## src/rtl/x72_pkg.sv

```systemverilog
// rtl/x72_pkg.sv - shared constants and types for the x72 control path
// Purpose: opcode, bus-select, ALU-op and tick-phase constants used by the
//          control unit and the tick FSM, plus the sequencer state type.
// Ports:   none (package).
package x72_pkg;

  localparam logic [3:0] OP_MV  = 4'b0000;
  localparam logic [3:0] OP_MVI = 4'b0001;
  localparam logic [3:0] OP_ADD = 4'b0010;
  localparam logic [3:0] OP_SUB = 4'b0011;
  localparam logic [3:0] OP_MUL = 4'b0100;
  localparam logic [3:0] OP_SH  = 4'b0101;

  localparam logic [3:0] SEL_G   = 4'b1000;
  localparam logic [3:0] SEL_DIN = 4'b1001;

  localparam logic [2:0] ALU_MUL   = 3'b000;
  localparam logic [2:0] ALU_ADD   = 3'b001;
  localparam logic [2:0] ALU_SUB   = 3'b010;
  localparam logic [2:0] ALU_SHIFT = 3'b011;

  localparam logic [3:0] TICK1 = 4'b0001;
  localparam logic [3:0] TICK2 = 4'b0010;
  localparam logic [3:0] TICK3 = 4'b0100;
  localparam logic [3:0] TICK4 = 4'b1000;

  typedef enum logic {
    ST_IDLE = 1'b0,
    ST_EXEC = 1'b1
  } state_t;

  // Three-phase instructions: go through A and G before writing back.
  function automatic logic is_alu(input logic [3:0] op);
    return (op == OP_ADD) || (op == OP_SUB) || (op == OP_MUL) || (op == OP_SH);
  endfunction

  function automatic logic [2:0] alu_op_of(input logic [3:0] op);
    logic [2:0] r;
    case (op)
      OP_ADD:  r = ALU_ADD;
      OP_SUB:  r = ALU_SUB;
      OP_SH:   r = ALU_SHIFT;
      default: r = ALU_MUL;
    endcase
    return r;
  endfunction

endpackage

```

## src/rtl/dec3to8.sv

```systemverilog
// rtl/dec3to8.sv - 3-to-8 one-hot decoder with enable
// Purpose: turns a register index into a one-hot load strobe.
// Ports:   i_sel register index, i_en write strobe, o_y one-hot output
//          (all zero when i_en is low).
module dec3to8 (
  input  logic [2:0] i_sel,
  input  logic       i_en,
  output logic [7:0] o_y
);

  assign o_y = i_en ? (8'b0000_0001 << i_sel) : 8'b0000_0000;

endmodule

```

## src/rtl/register_n.sv

```systemverilog
// rtl/register_n.sv - N-bit load-enabled register
// Purpose: general-purpose register with synchronous active-high clear.
// Ports:   clk, rst (sync, active-high), i_en load enable, i_d data in,
//          o_q registered value.
module register_n #(
  parameter int N = 16
) (
  input  logic         clk,
  input  logic         rst,
  input  logic         i_en,
  input  logic [N-1:0] i_d,
  output logic [N-1:0] o_q
);

  logic [N-1:0] r_q;

  always_ff @(posedge clk) begin
    if (rst) begin
      r_q <= '0;
    end else if (i_en) begin
      r_q <= i_d;
    end
  end

  assign o_q = r_q;

endmodule

```

## src/rtl/control_unit.sv

```systemverilog
// rtl/control_unit.sv - x72 instruction sequencer
// Purpose: captures an instruction on run, steps it through the tick phases
//          and decodes tick + opcode into datapath controls.
// Ports:   clk, rst (sync, active-high); run start request; din instruction;
//          tick one-hot phase in; tick_en/tick_clr to the tick FSM;
//          imm IR[8:0]; sel bus select; r_in one-hot R0-R7 load;
//          a_in/g_in A/G load; alu_op ALU function; done retire pulse;
//          busy high in EXEC.
module control_unit (
  input  logic        clk,
  input  logic        rst,
  input  logic        run,
  input  logic [15:0] din,
  input  logic [3:0]  tick,
  output logic        tick_en,
  output logic        tick_clr,
  output logic [8:0]  imm,
  output logic [3:0]  sel,
  output logic [7:0]  r_in,
  output logic        a_in,
  output logic        g_in,
  output logic [2:0]  alu_op,
  output logic        done,
  output logic        busy
);

  import x72_pkg::*;

  state_t      r_state;
  state_t      w_state_next;
  logic        w_load;
  logic        w_wr;
  logic [15:0] w_ir;
  logic [3:0]  w_op;
  logic [2:0]  w_rx;
  logic [2:0]  w_ry;

  register_n #(.N(16)) u_ir (
    .clk  (clk),
    .rst  (rst),
    .i_en (w_load),
    .i_d  (din),
    .o_q  (w_ir)
  );

  dec3to8 u_rdec (
    .i_sel (w_rx),
    .i_en  (w_wr),
    .o_y   (r_in)
  );

  assign w_op = w_ir[15:12];
  assign w_rx = w_ir[11:9];
  assign w_ry = w_ir[2:0];
  assign imm  = w_ir[8:0];

  always_ff @(posedge clk) begin
    if (rst) begin
      r_state <= ST_IDLE;
    end else begin
      r_state <= w_state_next;
    end
  end

  always_comb begin
    w_state_next = r_state;
    w_load       = 1'b0;
    w_wr         = 1'b0;
    tick_en      = 1'b0;
    tick_clr     = 1'b0;
    sel          = 4'b0000;
    a_in         = 1'b0;
    g_in         = 1'b0;
    alu_op       = 3'b000;
    done         = 1'b0;
    busy         = 1'b0;

    case (r_state)
      ST_IDLE: begin
        if (run) begin
          w_load       = 1'b1;
          tick_en      = 1'b1;
          w_state_next = ST_EXEC;
        end
      end

      ST_EXEC: begin
        busy    = 1'b1;
        tick_en = 1'b1;
        case (tick)
          TICK2: begin
            if (is_alu(w_op)) begin
              sel  = {1'b0, w_rx};
              a_in = 1'b1;
            end else begin
              // mv, mvi and every undefined opcode retire here.
              done     = 1'b1;
              tick_clr = 1'b1;
              if (w_op == OP_MV) begin
                sel  = {1'b0, w_ry};
                w_wr = 1'b1;
              end else if (w_op == OP_MVI) begin
                sel  = SEL_DIN;
                w_wr = 1'b1;
              end
            end
          end
          TICK3: begin
            if (is_alu(w_op)) begin
              sel    = {1'b0, w_ry};
              g_in   = 1'b1;
              alu_op = alu_op_of(w_op);
            end else begin
              tick_clr     = 1'b1;
              w_state_next = ST_IDLE;
            end
          end
          TICK4: begin
            if (is_alu(w_op)) begin
              sel      = SEL_G;
              w_wr     = 1'b1;
              done     = 1'b1;
              tick_clr = 1'b1;
            end else begin
              tick_clr     = 1'b1;
              w_state_next = ST_IDLE;
            end
          end
          // T1 or a non-one-hot phase means the tick FSM lost sync with us:
          // drop the instruction and resynchronise both sides.
          default: begin
            tick_clr     = 1'b1;
            w_state_next = ST_IDLE;
          end
        endcase
        if (done) begin
          w_state_next = ST_IDLE;
        end
      end

      default: begin
        w_state_next = ST_IDLE;
      end
    endcase
  end

endmodule

```

## config.mk

```make
export PLATFORM = sky130hd
export DESIGN_NAME = control_unit
export DESIGN_NICKNAME = d
export VERILOG_FILES = /design/src/rtl/x72_pkg.sv /design/src/rtl/dec3to8.sv /design/src/rtl/register_n.sv /design/src/rtl/control_unit.sv
export SDC_FILE = /design/constraint.sdc
export NUM_CORES = 1
export LEC_CHECK = 0
export ABC_AREA = 1
export CORE_MARGIN = 2
export CORE_UTILIZATION = 41
export DETAILED_ROUTE_END_ITERATION = 8
export PLACE_DENSITY = 0.87
export RECOVER_POWER = 50
export SYNTH_ARGS = -nofsm -noshare
export SYNTH_HDL_FRONTEND = slang
export SYNTH_SLANG_ARGS = --single-unit
export TNS_END_PERCENT = 30
```

## constraint.sdc

```tcl
create_clock -name clk -period 2.1 [get_ports clk]
set_clock_uncertainty 0.2 [all_clocks]
set_input_delay 0.42 -clock clk [delete_from_list [all_inputs] [get_ports clk]]
set_output_delay 0.42 -clock clk [all_outputs]
set_load 0.03 [all_outputs]
```

-- Yosys cells after proc, flatten, opt, wreduce, memory -nomap -nowiden
Index checks and enable logic that the tools add are counted.
- flip-flop bits (word level): 17
- latch bits: 0
- bits in writable memories: 0
- memory bits (read-only): 0
- input bits: 23
- output and inout port bits: 30
- logic and storage cells: 53
- memories: 0
- add/subtract/negate cells: 0
- multipliers: 0
- divide/modulo/power cells: 0
- $lt $le $gt $ge: 0
- equality and inequality tests: 8
- shift-type cells: 1
- mux-type cells: 35
- bitwise operators: 1
- reductions and logical operators: 6
- operators with widths (cell ; number):
    4-bit two-way mux ; 5
    1-bit two-way mux ; 18
    4-bit by 2-bit == test with 1-bit output, second input constant ; 3
    4-bit by 3-bit == test with 1-bit output, second input constant ; 3
    4-bit case mux with 3 select lines ; 1
    1-bit case mux with 2 select lines ; 5
    8-bit two-way mux ; 1
    1-bit by 3-bit << shifter with 8-bit output, first input constant ; 1
    2-bit two-way mux ; 3
    2-bit case mux with 3 select lines ; 1
    4-bit by 1-bit == test with 1-bit output, second input constant ; 1
    4-bit == test, second input constant ; 1
    4-bit logical NOT ; 1
    2-bit OR reduction ; 2
    1-bit logical OR ; 3
    3-bit two-way mux ; 1
    1-bit NOT ; 1

-- Logic depth before layout (Yosys ltp)
Gate-level depths: netlist of the first run.
- word-level depth: 9
- depth in mapped cells: 7
- mapped depth without buffers: 7

-- Hierarchy
From an unflattened synthesis of the first run, not the netlist that was laid out.
- cells, all modules: 197
- area, all modules: 1121.1 µm²
- by module, submodules not included (module ; times used ; cells an instance ; area an instance (µm²) ; sequential area each (µm²)):
    register_n ; 1 ; 101 ; 670.6 ; 320.3
    control_unit ; 1 ; 79 ; 386.6 ; 20.0
    dec3to8 ; 1 ; 17 ; 63.8 ; 0.0

-- Least setup slack after synthesis of the first run
Ideal clock, no wire load.
- path type: reg2out
- from: reg r_state
- to: out a_in
- arrival time: 1.742 ns
- required time: 1.480 ns
- setup slack: -0.262 ns
- stages on the path, launching flop included: 3
- path buffers: 0
- cells stage by stage: dfxtp_1 > clkinv_1 > nor3_1
- word-level cells in the longest chain between the ends: 1
- RTL lines (item ; RTL line ; source):
    start, declared ; control_unit.sv:29 ; state_t r_state;
    start signal, assigned ; control_unit.sv:61 ; r_state <= w_state_next;
    1-bit two-way mux ; control_unit.sv:78 ; case (r_state)
    end, declared ; control_unit.sv:20 ; output logic a_in,
No other way between the ends.

-- Final worst setup path of the first run
- from: in tick[0]
- to: out r_in[7]
- word-level cells in the longest chain between the ends: 4
- elaborated cells between the ends (all ways): 5
- those cells by class: 2 x eq/ne; 3 x mux
- RTL lines (item ; RTL line ; source):
    start, declared ; control_unit.sv:14 ; input logic [3:0] tick,
    4-bit == test / 4-bit by 2-bit == test with 1-bit output (equally long branches) ; control_unit.sv:90 ; case (tick)
    1-bit case mux with 2 select lines * ; control_unit.sv:90 ;
    1-bit two-way mux * ; control_unit.sv:78 ;
    8-bit two-way mux * ; dec3to8.sv:11 ; assign o_y = i_en ? (8'b0000_0001 << i_sel) : 8'b0000_0000;
    end, declared ; control_unit.sv:19 ; output logic [7:0] r_in,
Every way passes the cells marked *; elsewhere a longest branch is shown, timed or not.

==> flow_summary.toml, run 1 <==
[worst_hold_path]
worst_hold_path_type = "flip-flop to flip-flop"

[timing]
period_needed_ps = 2220
slew_violations = 0
fin_ws_ps = -119.8
relSlewSlack_pct = 50.51
worst_pin_slew_ps = 741.5
fin_crit_sh_pct = 105.7
setup_viol = 13
finalHoldViolations = 0
max_freq_ghz = 0.4505
rsz0062_at_grt = "yes"
setup_tns_ps = -1023

[drt]
drt-total-wl_um = 2995
avgViaCountPerCell = 4.842
drc_errors = 0
via_count = 1196
dr.first_iter.drc_count = 14
wl_per_cell_um = 12.13
first_pass_iters = 4
ant_nets = 0

[global_route]
grt_pass1_wl_um = 4519
grt.total_usage_pct = 17.52
grt_max_degree = 25
antenna_found_initial = 0
grt_pass1_vias = 1077
grt-ovfl-total = 0

[yosys]
synth_cells = 163
synth_flop_cell = "dfxtp_1"
synth_seq_cells = 17
synthTopCellsByArea = "dfxtp_1, nand2_1, nand3_1"
synthesis.nets = 186
ys_types = 24
synthTopCellsByCount = "nand2_1, nand3_1, dfxtp_1"
synth_top_area_share_pct = 29.89
syn_area_um2 = 1139
synth-edff-count = 0
yosysWarnings = 0
yosysTopAreaCell = "dfxtp_1"
yosysMostFrequentCell = "nand2_1"
postSynthAreaPerCell_um2 = 6.985
ys_seq_area_share_pct = 29.89
synthArstFlopShare_pct = 0

[placement]
place.gp.congestion = 0.8291
io_buffers = 51
pre_cts_ws_ps = -341.2
dp_hpwl_um = 2132
postPlaceCellArea_um2 = 1604
place_inst = 239

[die]
fp.dieArea_um2 = 3214
start_util_pct = 42.38
core-area_um2 = 2686
die_h_um = 56.70
rows = 19
die_w_um = 56.70
ios = 53

[worst_setup_path]
cp_slowest_cell = "dlygate4sd2_1"
cp_data_required_time_ps = 1480
startpoint_type = "primary input"
worstPathCellList = "dlygate4sd2_1 > nor2_2 > buf_4 > nand2_4 > nor2_4 > o21ai_4 > buf_6 > nor2_4 > buf_6"
worstPathMaxFanout = 4
crit_path_end_kind = "output port"
max_stage_delay_ps = 250
critPathKind = "primary input to output port"
cp_data_arrival_time_ps = 1600

[status]
status = "complete, but fails checks"
violations = "setup timing"

[clocking]
cts_hold_buf = 0
clock_latency_ps = 290
clock-sinks = 17
root_buffer = "clkbuf_4"
max-clock-path-buffers = 2
clkTransAtPathRegs_ps = 100
numCtsBuffers = 3
cts_tree = "built"
h-tree-depth = 1

[power]
combPwrFrac_pct = 32.8
sequentialPowerShare_pct = 45.7
p_per_area_nw_per_um2 = 451.6
internal-power_w = 0.0005317
p_switching_w = 0.0002815
power.share.clock_pct = 21.5
leakagePower_nw = 0.7063
p_sw_share_pct = 34.62
ir_worst_vdd_mv = 0.3807

[cells_and_area]
drive_gt1_share_pct = 35.19
n_fill_cell = 228
fin_nets = 240
area_growth_pct = 58.13
final_util_pct = 67.02
postLayoutCellArea_um2 = 1800
fin_cells = 247
antenna_cells = 0

[run]
drv_cap = 0
## through the flow
step	power, W	hold WS, ps
floorplan	0.0005409	239.3
global placement	0.0006189	248.7
detailed placement	0.0006238	257.0
CTS	0.0008044	269.6
global route	0.0008573	302.5
finish	0.0008131	268.5
## routing by layer
metal | track usage, % | wire (um) | vias to the layer above
li1 | - | - | 631
met1 | 20.73 | 1260 | 528
met2 | 31.89 | 1580 | 33
met3 | 2.304 | 134 | 4
met4 | 6.122 | 21 | 0
met5 | 0 | 0 | -
## repair_timing
| action | in CTS | in global routing |
|---|---|---|
| endpoints found under the setup margin | 19 | 18 |
| endpoints found under the hold margin | 0 | 0 |
| resized for setup | 27 | 22 |
| setup buffers | 3 | 1 |
| pin swaps | 7 | 8 |
## path summary, 6_finish.rpt
kind,start,to,slack [ps],cells after the start
worst max-delay path,tick[0],r_in[7],-120,9
worst min-delay path,u_ir.o_q[6]$_SDFFE_PP0P_,u_ir.o_q[6]$_SDFFE_PP0P_,270,2
worst max register to register,r_state$_SDFF_PP0_,u_ir.o_q[11]$_SDFFE_PP0P_,300,5
worst min register to register,u_ir.o_q[6]$_SDFFE_PP0P_,u_ir.o_q[6]$_SDFFE_PP0P_,270,2
## worst max-delay path: cells and delay by family
| kind | cells | cell delay, ps |
|---|---|---|
| buffers and inverters | 4 | 670 |
| AND/OR/NAND/NOR | 4 | 420 |
| AO/OA/AOI/OAI | 1 | 70 |
## placed cells by master (no fill, tap or decap), types with 2 or more instances in the layout
cell	instances
clkbuf_4	3
o21ai_4	2
dfxtp_1	14
nor2_4	12
inv_1	9
nand2_4	2
inv_2	4
buf_4	19
a211oi_2	6
buf_6	12
nor2_2	3
nor3_2	2
nor2_1	13
dfxtp_4	2
nand2_1	34
clkdlybuf4s50_1	27
dlygate4sd2_1	4
a21oi_2	2
nand3_1	19
a21oi_1	14
## logic make-up after synthesis
logic type             count (synthesis)  synth area share [%]
buffers and inverters                 29                 14.50
AO/OA/AOI/OAI                         26                 17.36
AND/OR/NAND/NOR                       90                 37.91
flip-flops                            17                 29.89
other                                  1                0.3294
## layout make-up
type / count / area (um^2) / share of cell area [%]
sequential: 17 / 349.1 / 19.39
multi-input combinational: 117 / 739.5 / 41.07
tap: 31 / 38.79 / 2.154
inverter: 15 / 58.81 / 3.266
clock buffer: 4 / 26.28 / 1.459
timing repair buffer: 63 / 588.1 / 32.66
## flip-flops by register name, summed over array words and instances (netlist names)
name,count
u_ir.o_q,16
r_state,1
## power groups by stage
stage,Combinational (W),Sequential [W],Clock [W]
floorplan,0.000168,0.000373,0
detailed placement,0.000249,0.000375,0
global route,0.000290,0.000375,0.000192
global placement,0.000245,0.000373,0
CTS,0.000254,0.000370,0.000180
finish,0.000267,0.000372,0.000175
(Power assumes the default switching activity.)
==> inputs of run 2 (changes only) <==
Settings changed: CORE_ASPECT_RATIO set to 0.9.
==> flow_summary.toml, run 2 (synthesis gave the netlist of run 1 again) <==
[status]
status = "complete, but fails checks"
violations = "setup timing"

[run]
drv_cap = 0

[timing]
rsz0062_at_grt = "yes"
setup_viol = 11
setup_tns_ps = -320.0
max_freq_ghz = 0.4662
period_needed_ps = 2145
finalHoldViolations = 0
fin_ws_ps = -44.84
slew_violations = 0
worst_pin_slew_ps = 792.0
relSlewSlack_pct = 47.15
fin_crit_sh_pct = 102.1

[cells_and_area]
final_common_cell = "nand2_1"
n_fill_cell = 228
drive_gt1_share_pct = 34.27
final_util_pct = 64.40
fin_nets = 237
largest_reg_flops = 16
area_growth_pct = 52.86
final_cell_mix = "nand2_1, clkdlybuf4s50_1, nand3_1"
antenna_cells = 0
fin_cells = 243

[drt]
drc_errors = 0
drt-total-wl_um = 2819
ant_nets = 0
dr.first_iter.drc_count = 33
wl_per_cell_um = 11.60
via_count = 1210
first_pass_iters = 4
avgViaCountPerCell = 4.979

[die]
die_w_um = 59.55
fp.dieArea_um2 = 3215
rows = 18
ios = 53
core-area_um2 = 2703
die_h_um = 54.00
start_util_pct = 42.13

[clocking]
clock_latency_ps = 280
root_buffer = "clkbuf_4"
clkTransAtPathRegs_ps = 90
clock-sinks = 17
cts_hold_buf = 0
cts_tree = "built"
max-clock-path-buffers = 2
h-tree-depth = 1
numCtsBuffers = 3

[power]
total_power_w = 0.0007994
ir_worst_vdd_mv = 0.4273
p_per_area_nw_per_um2 = 459.3
leakagePower_nw = 0.6806

[worst_setup_path]
cp_data_required_time_ps = 1480
critPathKind = "primary input to output port"
cp_data_arrival_time_ps = 1520
crit_path_end_kind = "output port"
worstPathMaxFanout = 8
startpoint_type = "primary input"

[placement]
io_buffers = 51
place_inst = 235
place.gp.congestion = 0.8308
dp_hpwl_um = 2003

[global_route]
grt_max_degree = 25
grt_pass1_vias = 1022
grt.total_usage_pct = 17.73
grt_pass1_wl_um = 4298
grt-ovfl-total = 0
antenna_found_initial = 0

[worst_hold_path]
worst_hold_path_type = "flip-flop to flip-flop"
## run 2: cell count changes in the layout (fill, tap and decap cells not counted), moves of 2 or more
cell / previous run / this run
nor2_1: 13 / 15
nor2_4: 12 / 3
buf_4: 19 / 15
a21oi_2: 2 / 4
a21oi_1: 14 / 12
nor2_2: 3 / 10
## run 2: worst paths after layout
check / from / to / slack (ps) / depth (start not counted)
max: tick[3] / r_in[2] / -40 / 8
min reg2reg: u_ir.o_q[6]$_SDFFE_PP0P_ / u_ir.o_q[6]$_SDFFE_PP0P_ / 270 / 2
min: u_ir.o_q[6]$_SDFFE_PP0P_ / u_ir.o_q[6]$_SDFFE_PP0P_ / 270 / 2
max reg2reg: r_state$_SDFF_PP0_ / u_ir.o_q[12]$_SDFFE_PP0P_ / 100 / 5
## run 2: layout make-up
class                           instances  area (um^2)  area share (%)
Clock buffer                            3        22.52           1.294
Clock inverter                          1        5.005          0.2876
Inverter                               15        65.06           3.738
Multi-Input combinational cell        117        691.9           39.76
Sequential cell                        17        351.6           20.20
Tap cell                               30        37.54           2.157
Timing Repair Buffer                   60        566.8           32.57
## run 2: power by group
group	internal, W	leakage, nW	total, W	switching [W]
clock	0.0000706	0.0177	0.000165	0.0000942
sequential	0.000344	0.142	0.000371	0.0000272
combinational	0.000114	0.521	0.000263	0.000149
## run 2: layer usage
| metal | vias up | track usage (%) | wire length [um] |
|---|---|---|---|
| met2 | 37 | 30.95 | 1463 |
| met3 | 2 | 4.087 | 134 |
| met1 | 548 | 21.24 | 1209 |
| met5 | - | 0 | 0 |
| met4 | 0 | 6.667 | 12 |
| li1 | 623 | - | - |
## run 2: critical path, cell delays in order
cell	delay [ps]
dlygate4sd2_1	250
inv_1	80
nor2_1	50
nand2_1	140
nor2_4	70
o21ai_4	290
nor2_2	70
buf_6	140
## run 2: per-stage QoR
stage	cell area [um^2]	setup slack, ps	hold slack, ps
detailed placement	1580	-273.6	256.1
finish	1740	-44.84	265.8
global placement	1580	-285.0	248.0
CTS	1698	-54.33	270.1
floorplan	1149	-91.32	239.3
global route	1740	-129.4	276.1
## run 2: repair_timing
action / 4_1_cts / 5_1_grt
setup endpoints to repair: 18 / 17
buffers inserted: 4 / 0
pin swaps: 11 / 7
resized for setup: 23 / 15
endpoints found under the hold margin: 0 / 0
